File: src/rtl/lsq_mem_arbiter.sv
// lsq_mem_arbiter: round-robin arbiter that shares one data-memory port among
// NUM_REQ load/store queues. One access is outstanding at a time. A load waits
// MEM_LAT cycles for read data. Each access ends with a one-cycle done pulse to
// the requester that won.
//
// Handshake: a request transfers on a rising edge where req_valid[i] and
// req_ready[i] are both high. req_ready is one-hot, and it is asserted only in
// IDLE while reset is low. The address, data and store bit are sampled only on
// that edge. A requester may lower req_valid at any time before its grant with
// no side effects.
module lsq_mem_arbiter #(
    parameter int NUM_REQ = 4,
    parameter int ADDR_W  = 8,
    parameter int DATA_W  = 16,
    parameter int MEM_LAT = 2
) (
    input  logic                      clk,
    input  logic                      reset,
    input  logic [NUM_REQ-1:0]        req_valid,
    input  logic [NUM_REQ-1:0]        req_is_store,
    input  logic [NUM_REQ*ADDR_W-1:0] req_addr,
    input  logic [NUM_REQ*DATA_W-1:0] req_wdata,
    output logic [NUM_REQ-1:0]        req_ready,
    output logic                      mem_read_en,
    output logic                      mem_write_en,
    output logic [ADDR_W-1:0]         mem_addr,
    output logic [DATA_W-1:0]         mem_wdata,
    input  logic [DATA_W-1:0]         mem_rdata,
    output logic [NUM_REQ-1:0]        done,
    output logic [DATA_W-1:0]         resp_rdata,
    output logic                      busy,
    output logic [1:0]                dbg_state
);

    localparam int PTR_W = (NUM_REQ > 1) ? $clog2(NUM_REQ) : 1;
    localparam int CNT_W = $clog2(MEM_LAT + 1);

    typedef enum logic [1:0] {
        S_IDLE  = 2'd0,
        S_ISSUE = 2'd1,
        S_WAIT  = 2'd2,
        S_RESP  = 2'd3
    } state_t;

    state_t             state_q, state_d;
    logic [PTR_W-1:0]   ptr_q;
    logic [CNT_W-1:0]   cnt_q;
    logic [ADDR_W-1:0]  addr_q;
    logic [DATA_W-1:0]  wdata_q;
    logic               store_q;
    logic [PTR_W-1:0]   id_q;
    logic [DATA_W-1:0]  rdata_q;

    logic               any_valid;
    logic [PTR_W-1:0]   winner;

    // Round-robin pick: the first valid requester at or above ptr, modulo NUM_REQ.
    // The loop scans from the farthest offset down, so the nearest valid one is kept.
    always_comb begin
        int idx;
        any_valid = 1'b0;
        winner    = '0;
        idx       = 0;
        for (int k = NUM_REQ - 1; k >= 0; k--) begin
            idx = int'(ptr_q) + k;
            if (idx >= NUM_REQ) idx = idx - NUM_REQ;
            if (req_valid[PTR_W'(idx)]) begin
                any_valid = 1'b1;
                winner    = PTR_W'(idx);
            end
        end
    end

    // State register plus the grant-edge payload latch, latency counter and read capture.
    always_ff @(posedge clk) begin
        if (reset) begin
            state_q <= S_IDLE;
            ptr_q   <= '0;
            cnt_q   <= '0;
            addr_q  <= '0;
            wdata_q <= '0;
            store_q <= 1'b0;
            id_q    <= '0;
            rdata_q <= '0;
        end else begin
            state_q <= state_d;
            case (state_q)
                S_IDLE: begin
                    if (any_valid) begin
                        addr_q  <= req_addr[int'(winner)*ADDR_W +: ADDR_W];
                        store_q <= req_is_store[winner];
                        id_q    <= winner;
                        ptr_q   <= (winner == PTR_W'(NUM_REQ - 1)) ? '0 : winner + 1'b1;
                        // Write data is updated only for stores, so mem_wdata keeps its last value across loads.
                        if (req_is_store[winner]) begin
                            wdata_q <= req_wdata[int'(winner)*DATA_W +: DATA_W];
                        end
                    end
                end
                S_ISSUE: begin
                    if (!store_q) cnt_q <= CNT_W'(MEM_LAT);
                end
                S_WAIT: begin
                    cnt_q <= cnt_q - 1'b1;
                    if (cnt_q == CNT_W'(1)) rdata_q <= mem_rdata;
                end
                default: ;
            endcase
        end
    end

    // Next-state logic: ISSUE is one cycle, WAIT lasts MEM_LAT cycles, RESP is one cycle.
    always_comb begin
        state_d = state_q;
        case (state_q)
            S_IDLE:  if (any_valid) state_d = S_ISSUE;
            S_ISSUE: state_d = store_q ? S_RESP : S_WAIT;
            S_WAIT:  if (cnt_q == CNT_W'(1)) state_d = S_RESP;
            S_RESP:  state_d = S_IDLE;
            default: state_d = S_IDLE;
        endcase
    end

    // Strobes: grant, enables and done are all gated by reset, so an abandoned access has no effect.
    always_comb begin
        req_ready    = '0;
        mem_read_en  = 1'b0;
        mem_write_en = 1'b0;
        done         = '0;
        resp_rdata   = '0;
        if (!reset) begin
            case (state_q)
                S_IDLE:  if (any_valid) req_ready[winner] = 1'b1;
                S_ISSUE: begin
                    mem_write_en = store_q;
                    mem_read_en  = !store_q;
                end
                S_RESP: begin
                    done[id_q] = 1'b1;
                    resp_rdata = store_q ? '0 : rdata_q;
                end
                default: ;
            endcase
        end
    end

    assign mem_addr  = addr_q;
    assign mem_wdata = wdata_q;
    assign busy      = (state_q != S_IDLE);
    assign dbg_state = state_q;

endmodule

File: config.mk
export PLATFORM = sky130hd
export DESIGN_NAME = lsq_mem_arbiter
export DESIGN_NICKNAME = d
export VERILOG_FILES = /design/src/rtl/lsq_mem_arbiter.sv
export SDC_FILE = /design/constraint.sdc
export NUM_CORES = 1
export LEC_CHECK = 0
export ABC_CLOCK_PERIOD_IN_PS = 2040
export CORE_MARGIN = 3
export CORE_UTILIZATION = 24
export CTS_BUF_LIST = sky130_fd_sc_hd__clkbuf_16
export CTS_CLUSTER_DIAMETER = 200
export DETAILED_ROUTE_END_ITERATION = 16
export HOLD_SLACK_MARGIN = 0.02
export PLACE_DENSITY_LB_ADDON = 0.12
export SLEW_MARGIN = 10
export SYNTH_ARGS = -nofsm -noshare
export SYNTH_HDL_FRONTEND = slang
export SYNTH_SLANG_ARGS = --single-unit
File: constraint.sdc
create_clock -name clk -period 2.04 [get_ports clk]
set_clock_uncertainty 0.15 [all_clocks]
set_input_delay 0.204 -clock clk [delete_from_list [all_inputs] [get_ports clk]]
set_output_delay 0.204 -clock clk [all_outputs]
set_load 0.1 [all_outputs]
==> results.json, run 1 <==
{
  "synth_fp_nets": 491,
  "setup_viol": 24,
  "grt_remaining_overflow": 0,
  "synth_area_sq_um": 3060,
  "seq_area_frac_synth_pct": 32.1,
  "cts_root_buffer": "clkbuf_16",
  "hold_viol": 0,
  "cts_sinks": 49,
  "synth_top_area_cell": "dfxtp_1",
  "min_period_ns": 2.24,
  "cp_max_fo": 7,
  "route.detailed.drc": 0,
  "combPwrFrac_pct": 68.6,
  "tightest_slew_ns": 0.586,
  "postRouteAntennaNets": 0,
  "timing.hold.ws_ns": 0.306,
  "synth_edf_count": 0,
  "rsz0062_at_grt": "true",
  "p_clk_share_pct": 11.5,
  "stdcell_count": 723,
  "insertion_delay_ns": 0.29,
  "cts_max_path_buffers": 2,
  "die_w_microns": 119,
  "place.gp.congestion": 0.784,
  "synthCells": 362,
  "critPathSlowestCell": "dfxtp_4",
  "synth_area_leaders": "dfxtp_1, mux2i_1, a21oi_1, a221o_1, nand2_1",
  "grt_max_degree": 33,
  "max_freq_mhz": 446,
  "diodes": 0,
  "final_cell_area_sq_um": 5910,
  "ir_drop_v": 0.000641,
  "layout-drive-gt1-share_pct": 30.6,
  "final_nets": 683,
  "startpoint": "ptr_q[1]$_SDFFE_PP0P_",
  "die_area_sq_um": 14100,
  "cts.clk_slew.worst_paths_ns": 0.07,
  "layout_setup_ws_ns": -0.202,
  "synth-seq-cells": 49,
  "wire_per_inst_microns": 15.6,
  "grt_pass1_wl_microns": 17300,
  "hold_buffers": 0,
  "grt.total_usage_pct": 14.7,
  "ys_warn_count": 0,
  "cts_buffers": 5,
  "crit_required_ns": 2.11,
  "leakagePower_nw": 2.31,
  "status": "finished with violations",
  "hold_path_class": "flip-flop to flip-flop",
  "max_slew_margin_pct": 60.9,
  "reg2reg_from": "ptr_q[1]$_SDFFE_PP0P_",
  "ys_async_sr_fraction_pct": 0,
  "crit_chain": "mux2i_2 > or2_1 > buf_6 > nand4_1 > buf_6 > a211o_4 > a221o_1 > a21oi_2",
  "finalPower_w": 0.00723,
  "num_rows": 40,
  "drt_first_iter_violations": 153,
  "io_buffer_count": 174,
  "floorplan.initialDensity_pct": 25.0,
  "core_area_sq_um": 12200,
  "viasPerCell": 4.76,
  "cp-start-kind": "flip-flop",
  "dr.pass1.iters": 4,
  "slew_violations": 0,
  "grt_pass1_vias": 3528,
  "fin_crit_sh_pct": 110,
  "synth-main-ff-cell": "dfxtp_1",
  "fp.dieH_microns": 119,
  "io_pins": 175,
  "placed_area_sq_um": 5460,
  "area_growth_pct": 93.3,
  "cap_viol_max_count": 0,
  "wl_microns": 11300,
  "synth_top_area_share_pct": 32.1,
  "cts_htree_levels": 2,
  "swShare_pct": 51.5,
  "violations": "setup timing",
  "slowest_delay_ns": 0.38,
  "num_vias": 3439,
  "switchingPower_w": 0.00372,
  "synth_area_per_cell_sq_um": 8.44,
  "antenna_found_initial": 0,
  "place_inst": 699,
  "arrival_ns": 2.31,
  "power_per_cell_area_nw_per_um2": 1220,
  "end_kind": "flip-flop",
  "cts_tree": "done",
  "power_frac_seq_pct": 19.9,
  "internal_power_w": 0.00350,
  "tns_ns": -3.50,
  "hp-start": "rdata_q[10]$_SDFFE_PP0P_",
  "critPathKind": "flip-flop to flip-flop",
  "hpwl_microns": 8420,
  "crit_top_cell": "buf_6",
  "ys_types": 42
}
==> cells by family after synthesis <==
family	after synthesis	synth area share, %
adders and majority gates	7	2.87
DFF	49	32.1
AOI/OAI and AO/OA	93	20.8
buffers and inverters	41	6.14
muxes	42	14.1
and+or+nand+nor	130	23.9
==> timing repair <==
item / 4_1_cts / 5_1_grt
pin swaps: 2 / 38
setup endpoints to repair: 39 / 39
resized for setup: 11 / 43
hold endpoints to repair: 0 / 0
setup buffers: 2 / 11
gates cloned: 0 / 3
==> cells in the mapped netlist (9+ instances only) <==
cell type / instances
a211oi_1: 18
mux2i_1: 33
dfxtp_1: 49
a21oi_1: 40
mux2_2: 9
clkbuf_1: 22
and2_1: 17
nand3_1: 16
and4_1: 16
nor2_1: 12
a221o_1: 16
nand2_1: 41
==> power by group through the flow <==
stage          registers (W)  clock network (W)  logic (W)
3_3_place_gp         0.00145                  0    0.00452
4_1_cts              0.00144           0.000863    0.00462
5_1_grt              0.00148           0.000909    0.00525
3_5_place_dp         0.00146                  0    0.00456
6_report             0.00144           0.000831    0.00496
2_1_floorplan        0.00284                  0    0.00193
==> placed cells by master (no fill, tap or decap), types with 3 or more instances in the layout <==
cell type and n:
buf_12 32, a221o_1 16, mux2i_1 32, clkbuf_16 5, dfxtp_1 46, buf_4 58, a21oi_2 7, nor2_1 10
dlygate4sd2_1 3, o21ai_1 5, a211oi_1 18, buf_6 5, o21ai_2 3, inv_4 3, ha_1 4, a21oi_1 33
dfxtp_4 3, nand3_1 16, ha_4 3, nor3_4 3, clkdlybuf4s50_1 116, and2_4 16, nand2_1 41, and4_1 16
a211o_4 3, mux2_2 7, nand3b_1 8
==> layout make-up <==
cell class,count,area [sq um]
inverter,8,46.3
tap,168,210
fill,1178,6310
multi-input combinational,274,2170
clock buffer,5,125
clock inverter,3,21.3
timing repair buffer,216,2340
sequential,49,992
==> path summary, 6_finish.rpt <==
check / to / slack, ns / cells after the start
worst max-delay path: mem_wdata[0]$_SDFFE_PP0P_ / -0.20 / 8
worst min-delay path: rdata_q[10]$_SDFFE_PP0P_ / 0.31 / 2
worst max register to register: mem_wdata[0]$_SDFFE_PP0P_ / -0.20 / 8
worst min register to register: rdata_q[10]$_SDFFE_PP0P_ / 0.31 / 2
==> registers in the layout (all words and copies together), names as in the netlist <==
register and count:
cnt_q 2, id_q 2, dbg_state 2, rdata_q 16
ptr_q 2, mem_wdata 16, store_q 1, mem_addr 8
==> worst max-delay path: cells and delay by family, from the launching register on <==
family / cells / cell delay (ns)
flops: 1 / 0.38
mux: 1 / 0.22
simple gates: 2 / 0.27
compound gates: 3 / 0.86
buf+inv: 2 / 0.28
==> per-stage QoR <==
step / utilization [%] / worst slack (ns)
2_1_floorplan: - / -0.956
3_3_place_gp: 44.7 / -0.355
3_5_place_dp: 44.7 / -0.417
4_1_cts: 46.2 / -0.184
5_1_grt: 48.4 / -0.307
6_report: 48.4 / -0.202
==> metal layers <==
metal	part of all wire, %	vias to the layer above	GRT usage, %
met5	0	-	0
met4	1.7	0	3.84
li1	-	1724	-
met2	49	114	26.0
met1	43	1591	17.8
met3	5.9	10	3.56
Power figures use the tool's default switching activity.
==> run 2, diff against run 1 <==
- CTS_BUF_LIST: sky130_fd_sc_hd__clkbuf_16 -> unset
==> results of run 2 <==
Final layout, timing and power as in run 1 (identical DEF).
